**config.mk**
```make
export PLATFORM = sky130hd
export DESIGN_NAME = cdb_arbiter
export DESIGN_NICKNAME = d
export VERILOG_FILES = /design/src/rtl/cdb_arbiter.sv
export SDC_FILE = /design/constraint.sdc
export NUM_CORES = 1
export LEC_CHECK = 0
export BUFFER_PORTS_ARGS = -buffer_cell sky130_fd_sc_hd__buf_4
export CAP_MARGIN = 10
export CORE_MARGIN = 4
export CORE_UTILIZATION = 35
export CTS_CLUSTER_DIAMETER = 80
export DETAILED_ROUTE_END_ITERATION = 10
export HOLD_SLACK_MARGIN = 0.05
export PLACE_DENSITY = 0.73
export REMOVE_ABC_BUFFERS = 1
export SYNTH_ARGS = -nofsm -noshare
export SYNTH_HDL_FRONTEND = slang
export SYNTH_SLANG_ARGS = --single-unit
```
**constraint.sdc**
```tcl
create_clock -name clk_i -period 12.43 [get_ports clk_i]
set_clock_uncertainty 0.15 [all_clocks]
set_input_delay 1.243 -clock clk_i [delete_from_list [all_inputs] [get_ports clk_i]]
set_output_delay 1.243 -clock clk_i [all_outputs]
set_load 0.005 [all_outputs]
```
**src/rtl/cdb_arbiter.sv**
```systemverilog
// Round-robin arbiter that registers one finished result per cycle onto the common data bus.
// Define CDB_ARB_BR_PRIO_EN to give the branch station (index N_REQ-1) fixed top priority.
module cdb_arbiter #(
  parameter int unsigned N_REQ  = 5,
  parameter int unsigned TAG_W  = 3,
  parameter int unsigned DATA_W = 32
) (
  input  logic                       clk_i,
  input  logic                       reset_ni,
  input  logic [N_REQ-1:0]           req_valid_i,
  input  logic [N_REQ*TAG_W-1:0]     req_tag_i,
  input  logic [N_REQ*DATA_W-1:0]    req_data_i,
  output logic [N_REQ-1:0]           req_ready_o,
  input  logic                       flush_i,
  input  logic                       cdb_stall_i,
  output logic                       cdb_valid_o,
  output logic [TAG_W-1:0]           cdb_tag_o,
  output logic [DATA_W-1:0]          cdb_data_o,
  output logic [$clog2(N_REQ)-1:0]   cdb_src_o
);

  localparam int unsigned SrcW = $clog2(N_REQ);

  logic [SrcW-1:0]   ptr_q, ptr_d;
  logic [SrcW-1:0]   win;
  logic              found;
  logic              br_win;
  logic              grant_en;
  logic              xfer;
  logic              cdb_valid_q, cdb_valid_d;
  logic [TAG_W-1:0]  cdb_tag_q, cdb_tag_d;
  logic [DATA_W-1:0] cdb_data_q, cdb_data_d;
  logic [SrcW-1:0]   cdb_src_q, cdb_src_d;

  // Rotating scan starting at ptr_q; first valid requester wins.
  always_comb begin
    found  = 1'b0;
    win    = '0;
    br_win = 1'b0;
    for (int unsigned k = 0; k < N_REQ; k++) begin
      int unsigned idx;
      idx = (int'(ptr_q) + k) % N_REQ;
      if (!found && req_valid_i[idx]) begin
        found = 1'b1;
        win   = SrcW'(idx);
      end
    end
`ifdef CDB_ARB_BR_PRIO_EN
    if (req_valid_i[N_REQ-1]) begin
      found  = 1'b1;
      win    = SrcW'(N_REQ - 1);
      br_win = 1'b1;
    end
`endif
  end

  // Gating with reset keeps grants silent while the block is held in reset.
  assign grant_en    = reset_ni && !flush_i && !cdb_stall_i;
  assign xfer        = grant_en && found;
  assign req_ready_o = xfer ? (N_REQ'(1) << win) : '0;

  always_comb begin
    ptr_d       = ptr_q;
    cdb_valid_d = 1'b0;
    cdb_tag_d   = cdb_tag_q;
    cdb_data_d  = cdb_data_q;
    cdb_src_d   = cdb_src_q;
    if (xfer) begin
      cdb_valid_d = 1'b1;
      cdb_tag_d   = req_tag_i[int'(win)*TAG_W +: TAG_W];
      cdb_data_d  = req_data_i[int'(win)*DATA_W +: DATA_W];
      cdb_src_d   = win;
      if (!br_win) begin
        ptr_d = (win == SrcW'(N_REQ - 1)) ? '0 : win + SrcW'(1);
      end
    end
  end

  always_ff @(posedge clk_i or negedge reset_ni) begin
    if (!reset_ni) begin
      ptr_q       <= '0;
      cdb_valid_q <= 1'b0;
      cdb_tag_q   <= '0;
      cdb_data_q  <= '0;
      cdb_src_q   <= '0;
    end else begin
      ptr_q       <= ptr_d;
      cdb_valid_q <= cdb_valid_d;
      cdb_tag_q   <= cdb_tag_d;
      cdb_data_q  <= cdb_data_d;
      cdb_src_q   <= cdb_src_d;
    end
  end

  assign cdb_valid_o = cdb_valid_q;
  assign cdb_tag_o   = cdb_tag_q;
  assign cdb_data_o  = cdb_data_q;
  assign cdb_src_o   = cdb_src_q;

endmodule

```
======== After elaboration in Yosys (flattened, before gate mapping) ========
Index checks and enable logic that the tools add are counted.
storage, ports and cells
  register bits ........................... 42
  latch bits .............................. 0
  memory bits (writable) .................. 0
  ROM bits ................................ 0
  memories kept ........................... 0
operators by class
  add/subtract/negate cells ............... 5
  $mul .................................... 1
  divide/modulo/power cells ............... 5
  order comparisons ....................... 5
  equal/unequal tests ..................... 1
  shifts and indexed selects .............. 3
  mux-type cells .......................... 23
  bitwise gates (word level) .............. 0
  reductions and logical operators ........ 13
operators by type and width
  operator                                                                        count
  32-bit by 4-bit less-than comparator with 1-bit output (second input constant)  5
  160-bit by 9-bit indexed part select with 32-bit output                         1
  32-bit by 3-bit modulo with 32-bit output (second input constant)               4
  3-bit by 3-bit modulo with 32-bit output (second input constant)                1
  3-bit two-way mux                                                               6
  1-bit binary-select mux with 3-bit select                                       5
  15-bit by 6-bit indexed part select with 3-bit output                           1
  1-bit two-way mux                                                               11
  3-bit by 2-bit adder with 4-bit output (second input constant)                  2
  1-bit logical AND                                                               7
  1-bit zero test                                                                 6
  3-bit by 2-bit multiplier with 5-bit output (second input constant)             1
  5-bit two-way mux                                                               1
  1-bit by 3-bit << shifter with 5-bit output (first input constant)              1
  3-bit by 1-bit adder with 4-bit output (second input constant)                  1
  3-bit by 3-bit adder with 4-bit output (second input constant)                  1
  3-bit by 1-bit adder with 3-bit output (second input constant)                  1
  3-bit == test (second input constant)                                           1

======== Longest topological paths before layout ========
Gate-level depths: netlist (run 1).
  depth after elaboration ................. 18
  gate-level depth with buffers ........... 26
  mapped depth without buffers ............ 23

======== Least setup slack after synthesis (run 1) ========
No wires, ideal clock.
  kind .................................... reg2out
  start ................................... register ptr_q[0]
  end ..................................... output req_ready_o[3]
  arrival ................................. 4,920 ps
  data required time ...................... 11,037 ps
  path slack .............................. 6,117 ps
  cell stages (with the launch flop) ...... 25
  path buffers ............................ 4
  cell sequence ........................... dfrtp_1 inv_1 buf_1 ha_1 inv_1 ha_1 buf_2 inv_1 ha_1 nor3_1 or3_1 nand2_1 ha_1 nor2b_1 o221a_2 o21a_1 a31o_2 o2bb2ai_2 o21a_1 o31ai_2 buf_6 buf_6 inv_1 ha_1 and2_1
between the ends
  word-level cells in the longest chain between the ends .. 18
  elaborated cells on any way between the ends .. 40
ends and longest elaborated chain
  element                                                                                             RTL line  source
  from (decl)                                                                                         24        logic [SrcW-1:0] ptr_q, ptr_d;
  from (signal assigned)                                                                              87        ptr_q <= ptr_d;
  parallel branches: the longest is 15 deep, another holds 32-bit by 3-bit modulo with 32-bit output  --
  3-bit two-way mux (*)                                                                               43        if (!found && req_valid_i[idx]) begin
  via win[1]                                                                                          25        logic [SrcW-1:0] win;
  1-bit by 3-bit << shifter with 5-bit output (*)                                                     60        assign req_ready_o = xfer ? (N_REQ'(1) << win) : '0;
  5-bit two-way mux (*)                                                                               60
  to (decl)                                                                                           13        output logic [N_REQ-1:0] req_ready_o,
Mark *: on every way through the listed nets, which the timed path passes. The select of a mux whose other input is x is not followed.

======== Final worst setup path (run 1) ========
Same ends and word-level chain as after synthesis.

==> results.md, run 1 <==
- Via count: 4906
- Max cap viols: 0
- Fin. max-slew vios: 0
- Achievable Freq: 119 MHz
- EDFF count, synth: 0
- Die Y: 125 microns
- VDD IR max: 0.000304 V
- Top post-synthesis cells by area: dfrtp_1 22%, mux2i_1 16%, o221ai_2 9.4%
- Total grt overflow: 0
- Clock Tree Buf Depth: 2
- Leading area contributor after synthesis: dfrtp_1
- Cell Chain, Critical Path: buf_4 -> inv_1 -> ha_1 -> clkinv_1 -> ha_1 -> nor3_1 -> or3_1 -> nand2_1 -> ha_1 -> nor2b_1 -> o221a_2 -> o21a_1 -> a31o_2 -> o2bb2ai_2 -> o21a_1 -> o31ai_4 -> buf_4 -> inv_1 -> ha_1 -> and2_1 -> buf_4
- CP Data Arrival Time: 7.02 ns
- WL final: 17600 microns
- Drt initial violations: 326
- Buf/Inv on CP: 6
- CTS resizes: 0
- Initial antenna violation count: 1
- Critical path type: reg -> out
- Placed inst area: 6440 sq um
- Total track usage: 0.211
- Leakage power: 3.19 nW
- Vias in the first global route: 4961
- Worst-path clk slew: 0.06 ns
- DP Cell Count: 849
- Worst-Margin Slew: 1.06 ns
- Cells after synthesis: 478
- Tcrit/Tclk final: 0.677
- Total CTS buffers: 5
- Pwr per Cell Area: 343 nW/um^2
- Layout Nets: 886
- Pre-Repair DR Iteration Count: 5
- Crit path max-delay family: buffers and inverters
- Port bufs: 227
- Ports: 228
- Post-synth design cell area: 4770 sq um
- Final Setup Violations: 0
- Clock root cell: clkbuf_16
- Final Wtd Congestion: 0.950
- Final HPWL DP: 13800 microns
- Run status: completed
- Yosys reg bits: 42
- RSZ-0062 raised after global routing: no
- Top cell type's share of synthesized area: 0.220
- Clock tree sinks: 42
- Fin util: 0.495
- Commonest cells in the netlist: 78 x mux2i_1, 42 x dfrtp_1, 35 x a22oi_1
- Overall Power: 2.26 mW
- Final Worst Setup Slack: 4.01 ns
- Final design area excluding fillers: 6580 sq um
- Worst EP required: 11.04 ns
- Pre-CTS setup slack: 4.36 ns
- Residual DRC: 0
- Synth warn: 0
- Routed WL per cell: 20.5 microns
- Final ANT Viol Nets: 0
- Max-slew headroom at the worst pin: 0.291
- Die area: 15600 sq um
- Top-count cell post-synth: mux2i_1
- Die Width: 125 microns
- Cell variety after synth: 87
- CTS H-tree depth: 2
- Hold_ws: 0.336 ns
- Fin cells: 858
- Syn-to-layout area delta: 38.0%
- TritonCTS clock tree: yes
- Clock Latency Late Sink: 0.28 ns
- Drt via density: 5.72
- Startpoint types: flop
- Placement Rows: 42
- Most common cell on crit path: ha_1
- Hold Vio Cnt, Final: 0
- Mapped Avg Cell Area: 9.98 sq um
- Worst setup EP type: primary output
- Seq/Total Area, Yosys: 0.220
- Initial core utilization: 0.359
- First-pass GRT wire length: 27000 microns
- Min Clock Period, post-route: 8.42 ns
- Largest net degree at the start of global routing: 67
- Main synth FF type: dfrtp_1
- CTS Hold Buffers Added: 0
- Critical Path Max Stage Delay: 0.91 ns
- Share of flip-flops with an asynchronous set or reset: 1.00
- Core area: 13300 sq um
- Worst Path Max Fanout: 66
- Setup TNS Final: 0 ns
- Hold/Removal Path Class: reg -> reg
- Slowest CP cell: buf_4
- Postcts setup bufs: 0
- Proportion of layout cells with a drive suffix above 1: 0.449
-- cells in the final DEF, fill, tap and decap left out, types with 2 or more instances in the layout --
| cell | count |
|---|---|
| a2111oi_0 | 2 |
| a211oi_1 | 3 |
| a21o_1 | 2 |
| a21oi_1 | 11 |
| a21oi_2 | 3 |
| a22oi_1 | 35 |
| a31oi_1 | 2 |
| and2_1 | 8 |
| and3_1 | 3 |
| buf_4 | 232 |
| clkbuf_16 | 5 |
| dfrtp_1 | 42 |
| ha_1 | 22 |
| inv_1 | 14 |
| inv_2 | 2 |
| mux2_2 | 2 |
| mux2i_1 | 78 |
| mux4_2 | 4 |
| nand2_1 | 20 |
| nand2b_1 | 7 |
| nand3_1 | 3 |
| nor2_1 | 24 |
| nor2b_1 | 6 |
| nor3_1 | 12 |
| nor4_1 | 5 |
| o211a_1 | 2 |
| o211ai_1 | 3 |
| o21a_1 | 7 |
| o21ai_0 | 21 |
| o21ai_1 | 4 |
| o221a_2 | 2 |
| o221ai_1 | 5 |
| o221ai_2 | 30 |
| o2bb2ai_2 | 2 |
| or3_1 | 5 |
| xnor2_1 | 4 |
-- final timing paths --
check                              from             end  slack [ns]  cells past startpoint
max                            ptr_q[0]  req_ready_o[3]        4.01                     21
min                        cdb_src_o[0]    cdb_src_o[0]        0.34                      2
max reg2reg                    ptr_q[0]        ptr_q[2]        5.42                     22
min reg2reg                cdb_src_o[0]    cdb_src_o[0]        0.34                      2
max in group asynchronous      reset_ni  cdb_data_o[24]       10.91                      1
min in group asynchronous      reset_ni  cdb_data_o[10]        0.81                      1
-- metal layers --
metal | vias to the layer above | GRT usage | routed length [microns]
li1 | 2275 | - | -
met1 | 2378 | 0.262 | 6840
met2 | 230 | 0.368 | 8950
met3 | 23 | 0.0497 | 1400
met4 | 0 | 0.0542 | 365
met5 | - | 0 | 0
-- registers in the layout, indices dropped and copies added, names as in the netlist --
register,cells
cdb_src_o,3
ptr_q,3
cdb_tag_o,3
cdb_data_o,32
cdb_valid_o,1
-- layout make-up --
type | instances | area, sq um
Inverter | 17 | 63.8
Fill cell | 1204 | 6710
Multi-Input combinational cell | 382 | 3360
Sequential cell | 42 | 1050
Tap cell | 176 | 220
Timing Repair Buffer | 232 | 1740
Clock buffer | 6 | 129
Antenna cell | 1 | 2.50
Clock inverter | 2 | 13.8
-- power breakdown --
group / internal [mW] / total, mW / switching [mW]
logic: 0.844 / 1.87 / 1.03
registers: 0.203 / 0.258 / 0.0555
clock network: 0.0747 / 0.132 / 0.0575
-- cells by family after synthesis --
| group | share of synthesized area |
|---|---|
| and+or+nand+nor | 0.122 |
| AOI/OAI and AO/OA | 0.310 |
| muxes | 0.196 |
| xor gates and xnor gates | 0.0160 |
| buffers and inverters | 0.0782 |
| adders and majority gates | 0.0577 |
| DFF | 0.220 |
-- worst reg2reg max path, cell delays in order (launching register included) --
cell and delay (ns):
dfrtp_1 0.32, buf_4 0.37, inv_1 0.42, ha_1 0.63
clkinv_1 0.29, ha_1 0.30, nor3_1 0.22, or3_1 0.20
nand2_1 0.16, ha_1 0.30, nor2b_1 0.14, o221a_2 0.27
o21a_1 0.22, a31o_2 0.27, o2bb2ai_2 0.13, o21a_1 0.21
o31ai_4 0.58, buf_4 0.91, inv_1 0.24, ha_1 0.28
nor2_1 0.09, mux2i_1 0.08, o21ai_0 0.15
(Power assumes the default switching activity.)
==> run 2, diff against run 1 <==
==> constraint.sdc (replaced) <==
create_clock -name clk_i -period 8.5 [get_ports clk_i]
set_clock_uncertainty 0.15 [all_clocks]
set_input_delay 0.85 -clock clk_i [delete_from_list [all_inputs] [get_ports clk_i]]
set_output_delay 0.85 -clock clk_i [all_outputs]
set_load 0.005 [all_outputs]
==> run 2 against run 1 <==
  * Sequential share of layout area barely moved
  * Via count decreased by 0.22%
  * Cell count grew 0.23%
  * Global-route usage is 0.48 points higher
  * Clock power up 45%
  * Flip-flop and latch count unchanged
  * First-iteration DRC count fell by 25%
  * Worst setup slack worse by 2.1 ns
  * Utilization grew 0.11 points
  * Critical path depth down 1
  * Non-clock buffer count rose by 2
  * Largest cell class unchanged
  * Largest power group unchanged
==> results.md, run 2 (synthesis gave the netlist of run 1 again) <==
- Worst setup EP type: primary output
- Drt initial violations: 246
- Proportion of layout cells with a drive suffix above 1: 0.451
- Critical path type: reg -> out
- Drt via density: 5.69
- Worst Path Max Fanout: 15
- Overall Power: 3.33 mW
- Vias in the first global route: 5107
- Die Width: 125 microns
- Max cap viols: 0
- Setup TNS Final: 0 ns
- Fin util: 0.496
- CTS H-tree depth: 2
- Worst r2r dst: cdb_data_o[3]
- Hold Path End: cdb_src_o[1]
- TritonCTS clock tree: yes
- Hold/Removal Path Class: reg -> reg
- R2R setup slack: 2.09 ns
- Final ANT Viol Nets: 0
- Clock Tree Buf Depth: 2
- Min-delay src: cdb_src_o[1]
- Clock root cell: clkbuf_16
- Min Clock Period, post-route: 6.63 ns
- Beginning of the worst register-to-register path: ptr_q[1]
- Residual DRC: 0
- Total CTS buffers: 5
- Die area: 15600 sq um
- Pwr per Cell Area: 505 nW/um^2
- Core area: 13300 sq um
- Routed WL per cell: 20.4 microns
- Initial core utilization: 0.359
- Fin. max-slew vios: 0
- Final Setup Violations: 0
- Ports: 228
- Max reg flops: 32
- VDD IR max: 0.000537 V
- First-pass GRT wire length: 27700 microns
- Leakage power: 3.20 nW
- Layout Nets: 888
- Final HPWL DP: 14000 microns
- Clock Latency Late Sink: 0.28 ns
- Startpoint types: flop
- Run status: completed
- Final Wtd Congestion: 0.900
- Largest net degree at the start of global routing: 60
- Clock tree sinks: 42
- Port bufs: 227
- WL final: 17600 microns
- Fillers: 1226
- Total grt overflow: 0
- Pre-Repair DR Iteration Count: 5
- CTS resizes: 0
- Hold Vio Cnt, Final: 0
- Most frequent cells in the layout: 234 x buf_4, 78 x mux2i_1, 42 x dfrtp_1
- Worst-Margin Slew: 1.00 ns
- Postcts setup bufs: 0
- Worst EP required: 7.50 ns
- GR peak layer: met2
- Met3 Use GR: 0.0506
- Total track usage: 0.216
- Syn-to-layout area delta: 38.4%
- Met1 Track Usage GR: 0.265
- Most common cell after layout, fill and taps aside: buf_4
- Initial antenna violation count: 1
- GR Util met2: 0.378
- Die Y: 125 microns
- Cells on worst reg2reg path: 20
- Tcrit/Tclk final: 0.780
- Via count: 4895
- Max-slew headroom at the worst pin: 0.332
- Achievable Freq: 151 MHz
- Worst-path clk slew: 0.06 ns
- Placement Rows: 42
- RSZ-0062 raised after global routing: no
- CP Data Arrival Time: 5.63 ns
- CTS Hold Buffers Added: 0
- Hold Path Depth: 2
==> run 2: cell count changes in the layout (fill, tap and decap cells not counted) <==
cell | before | now
buf_4 | 232 | 234
==> run 2: how the worst max path moves through the flow <==
stage / cells past startpoint / startpoint / endpoint / slack (ns)
floorplan: 20 / ptr_q[0] / req_ready_o[3] / -2.21
global placement: 20 / ptr_q[1] / cdb_data_o[3] / 2.48
detailed placement: 20 / ptr_q[1] / cdb_data_o[3] / 2.18
CTS: 20 / ptr_q[1] / req_ready_o[4] / 1.96
global route: 20 / ptr_q[1] / req_ready_o[4] / 1.48
finish: 20 / ptr_q[1] / req_ready_o[4] / 1.87
==> run 2: final cells by class <==
type | instances | area (sq um) | area share
antenna | 1 | 2.50 | 0.000379
clock buffer | 6 | 129 | 0.0195
clock inverter | 2 | 13.8 | 0.00209
inverter | 17 | 63.8 | 0.00967
multi-input combinational | 382 | 3360 | 0.509
sequential | 42 | 1050 | 0.159
tap | 176 | 220 | 0.0334
timing repair buffer | 234 | 1760 | 0.266
==> run 2: layer usage <==
layer / routed length, microns / part of all wire
met5: 0 / 0
met4: 452 / 0.026
met3: 1350 / 0.077
met2: 8840 / 0.50
met1: 6930 / 0.39
==> run 2: through the flow <==
stage	std cells	cell area [sq um]	setup WS [ns]	hold WS, ns
2_1_floorplan	441	4460	-2.21	0.321
3_3_place_gp	851	6450	2.48	0.315
3_5_place_dp	851	6450	2.18	0.323
4_1_cts	859	6600	1.96	0.338
5_1_grt	860	6600	1.48	0.349
6_report	860	6600	1.87	0.331
==> run 2: power by group <==
part	internal, mW	switching, mW
Clock	0.109	0.0819
Combinational	1.24	1.52
Sequential	0.297	0.0809
Total	1.65	1.68
==> run 2: worst max-delay path, stage by stage, from the launching register on <==
cell,delay (ns)
dfrtp_1,0.70
inv_2,0.26
ha_1,0.55
clkinv_1,0.29
ha_1,0.30
nor3_1,0.24
or3_1,0.19
nand2_1,0.17
ha_1,0.31
nor2b_1,0.15
o221a_2,0.27
o21a_1,0.21
a31o_2,0.27
o2bb2ai_2,0.14
or2_0,0.25
or3_1,0.32
o31a_2,0.16
inv_1,0.10
ha_1,0.20
and2_1,0.15
buf_4,0.10
==> run 3, diff against run 2 <==
==> constraint.sdc (replaced) <==
create_clock -name clk_i -period 6.7 [get_ports clk_i]
set_clock_uncertainty 0.15 [all_clocks]
set_input_delay 0.67 -clock clk_i [delete_from_list [all_inputs] [get_ports clk_i]]
set_output_delay 0.67 -clock clk_i [all_outputs]
set_load 0.005 [all_outputs]
==> run 3 against run 2 <==
  * Clock-buffer cell count shrank 1
  * Flip-flop and latch count is the same
  * Wire length shrank 0.97%
  * Via count shrank 0.94%
  * Highest routed layer unchanged
  * Sequential power grew 26%
  * Worst setup slack lost 1.4 ns
  * Register-to-register slack lost 1.2 ns
  * Critical path depth grew 2
  * Sequential share of layout area is essentially flat
  * Largest power group unchanged
==> results.md, run 3 (synthesis gave the netlist of run 1 again) <==
- Via count: 4849
- Final design area excluding fillers: 6620 sq um
- First-pass GRT wire length: 27200 microns
- Layout Nets: 888
- Achievable Freq: 162 MHz
- Die area: 15600 sq um
- CTS H-tree depth: 2
- Run status: completed
- Worst Path Max Fanout: 15
- Tcrit/Tclk final: 0.923
- Hold Vio Cnt, Final: 0
- WL final: 17400 microns
- Drt initial violations: 298
- Residual DRC: 0
- Final Wtd Congestion: 0.928
- Max-slew headroom at the worst pin: 0.501
- Total CTS buffers: 5
- Die Width: 125 microns
- Final HPWL DP: 13700 microns
- Final Setup Violations: 0
- Routed WL per cell: 20.2 microns
- Initial antenna violation count: 3
- Pre-Repair DR Iteration Count: 8
- RSZ-0062 raised after global routing: no
- CP Data Arrival Time: 5.36 ns
- Ports: 228
- Clock Latency Late Sink: 0.28 ns
- Setup TNS Final: 0 ns
- DP Cell Count: 851
- Critical path type: reg -> out
- Clock tree sinks: 42
- Overall Power: 4.21 mW
- Vias in the first global route: 5098
- Drt via density: 5.63
- Fin cells: 862
- Hold_ws: 0.230 ns
- Most frequent cells in the layout: 233 x buf_4, 78 x mux2i_1, 41 x dfrtp_1
- Proportion of layout cells with a drive suffix above 1: 0.455
- Clock Tree Buf Depth: 2
- VDD IR max: 0.000823 V
- Placed inst area: 6470 sq um
- Slowest CP cell: dfrtp_2
- Pwr per Cell Area: 636 nW/um^2
- Cells on worst reg2reg path: 21
- Min Clock Period, post-route: 6.18 ns
- Syn-to-layout area delta: 38.9%
- Worst-Margin Slew: 0.748 ns
- Pre-CTS setup slack: 0.694 ns
- Total track usage: 0.213
- Worst EP required: 5.88 ns
- Most common cell after layout, fill and taps aside: buf_4
- TritonCTS clock tree: yes
- Worst-path clk slew: 0.06 ns
- Hold/Removal Path Class: in -> async
- Total grt overflow: 0
- Final ANT Viol Nets: 0
- Worst setup EP type: primary output
- Max cap viols: 0
- Cell Chain, Critical Path: inv_2 -> ha_2 -> inv_1 -> ha_1 -> inv_1 -> ha_1 -> nor3_1 -> or3_1 -> nand2_1 -> ha_1 -> nor2b_1 -> o221a_2 -> o21a_1 -> a31o_2 -> o2bb2ai_2 -> or2_0 -> or3_1 -> o31a_2 -> inv_1 -> ha_1 -> and2_1 -> buf_4
- Fin. max-slew vios: 0
- Port bufs: 227
- Leakage power: 3.21 nW
- Final Worst Setup Slack: 0.515 ns
- Clock root cell: clkbuf_16
- Placement Rows: 42
- Max reg flops: 32
- Largest net degree at the start of global routing: 72
- Core area: 13300 sq um
- Startpoint types: flop
- Die Y: 125 microns
- Critical Path Max Stage Delay: 0.52 ns
- Fin util: 0.498
- Most common cell on crit path: ha_1
- Initial core utilization: 0.359
## run 3: cell types whose count changed in the layout (fill, tap and decap cells not counted), sizes merged
cell    delta
diode      +2
clkbuf     -1
inv        +1
## run 3: metal layers
metal | up-vias | routed length (microns) | global-route usage
met5 | - | 0 | 0
met4 | 0 | 274 | 0.0509
met3 | 18 | 1260 | 0.0485
met2 | 196 | 8760 | 0.365
met1 | 2345 | 7090 | 0.271
li1 | 2290 | - | -
## run 3: path summary, 6_finish.rpt
| check | start | endpoint | slack [ns] |
|---|---|---|---|
| max | ptr_q[1] | req_ready_o[0] | 0.52 |
| min | reset_ni | cdb_data_o[28] | 0.23 |
| max reg2reg | ptr_q[1] | cdb_data_o[3] | 0.94 |
| min reg2reg | cdb_src_o[1] | cdb_src_o[1] | 0.34 |
| max in group asynchronous | reset_ni | ptr_q[1] | 5.74 |
| min in group clk_i | cdb_src_o[1] | cdb_src_o[1] | 0.34 |
## run 3: timing repair
action	in CTS	in global routing
hold buffers	0	0
resized for setup	0	3
endpoints found under the setup margin	0	5
setup buffers	0	0
## run 3: layout make-up
class	count	area [sq um]
Antenna cell	3	7.51
Sequential cell	42	1050
Multi-Input combinational cell	382	3370
Timing Repair Buffer	234	1770
Clock inverter	3	18.8
Fill cell	1191	6670
Tap cell	176	220
Clock buffer	5	125
Inverter	17	63.8
## run 3: worst max-delay path, delay by kind of cell, from the launching register on
family                   cells  cell delay [ns]
AND/OR/NAND/NOR              7             1.45
adder cells (fa/ha/maj)      5             1.41
AO/OA/AOI/OAI                5             1.08
buffers and inverters        5             0.62
flip-flops                   1             0.52
## run 3: power breakdown
group	total (mW)	switching (mW)	internal, mW	leakage (nW)
clock	0.246	0.107	0.138	0.0740
sequential	0.476	0.0996	0.377	0.526
combinational	3.49	1.91	1.58	2.61
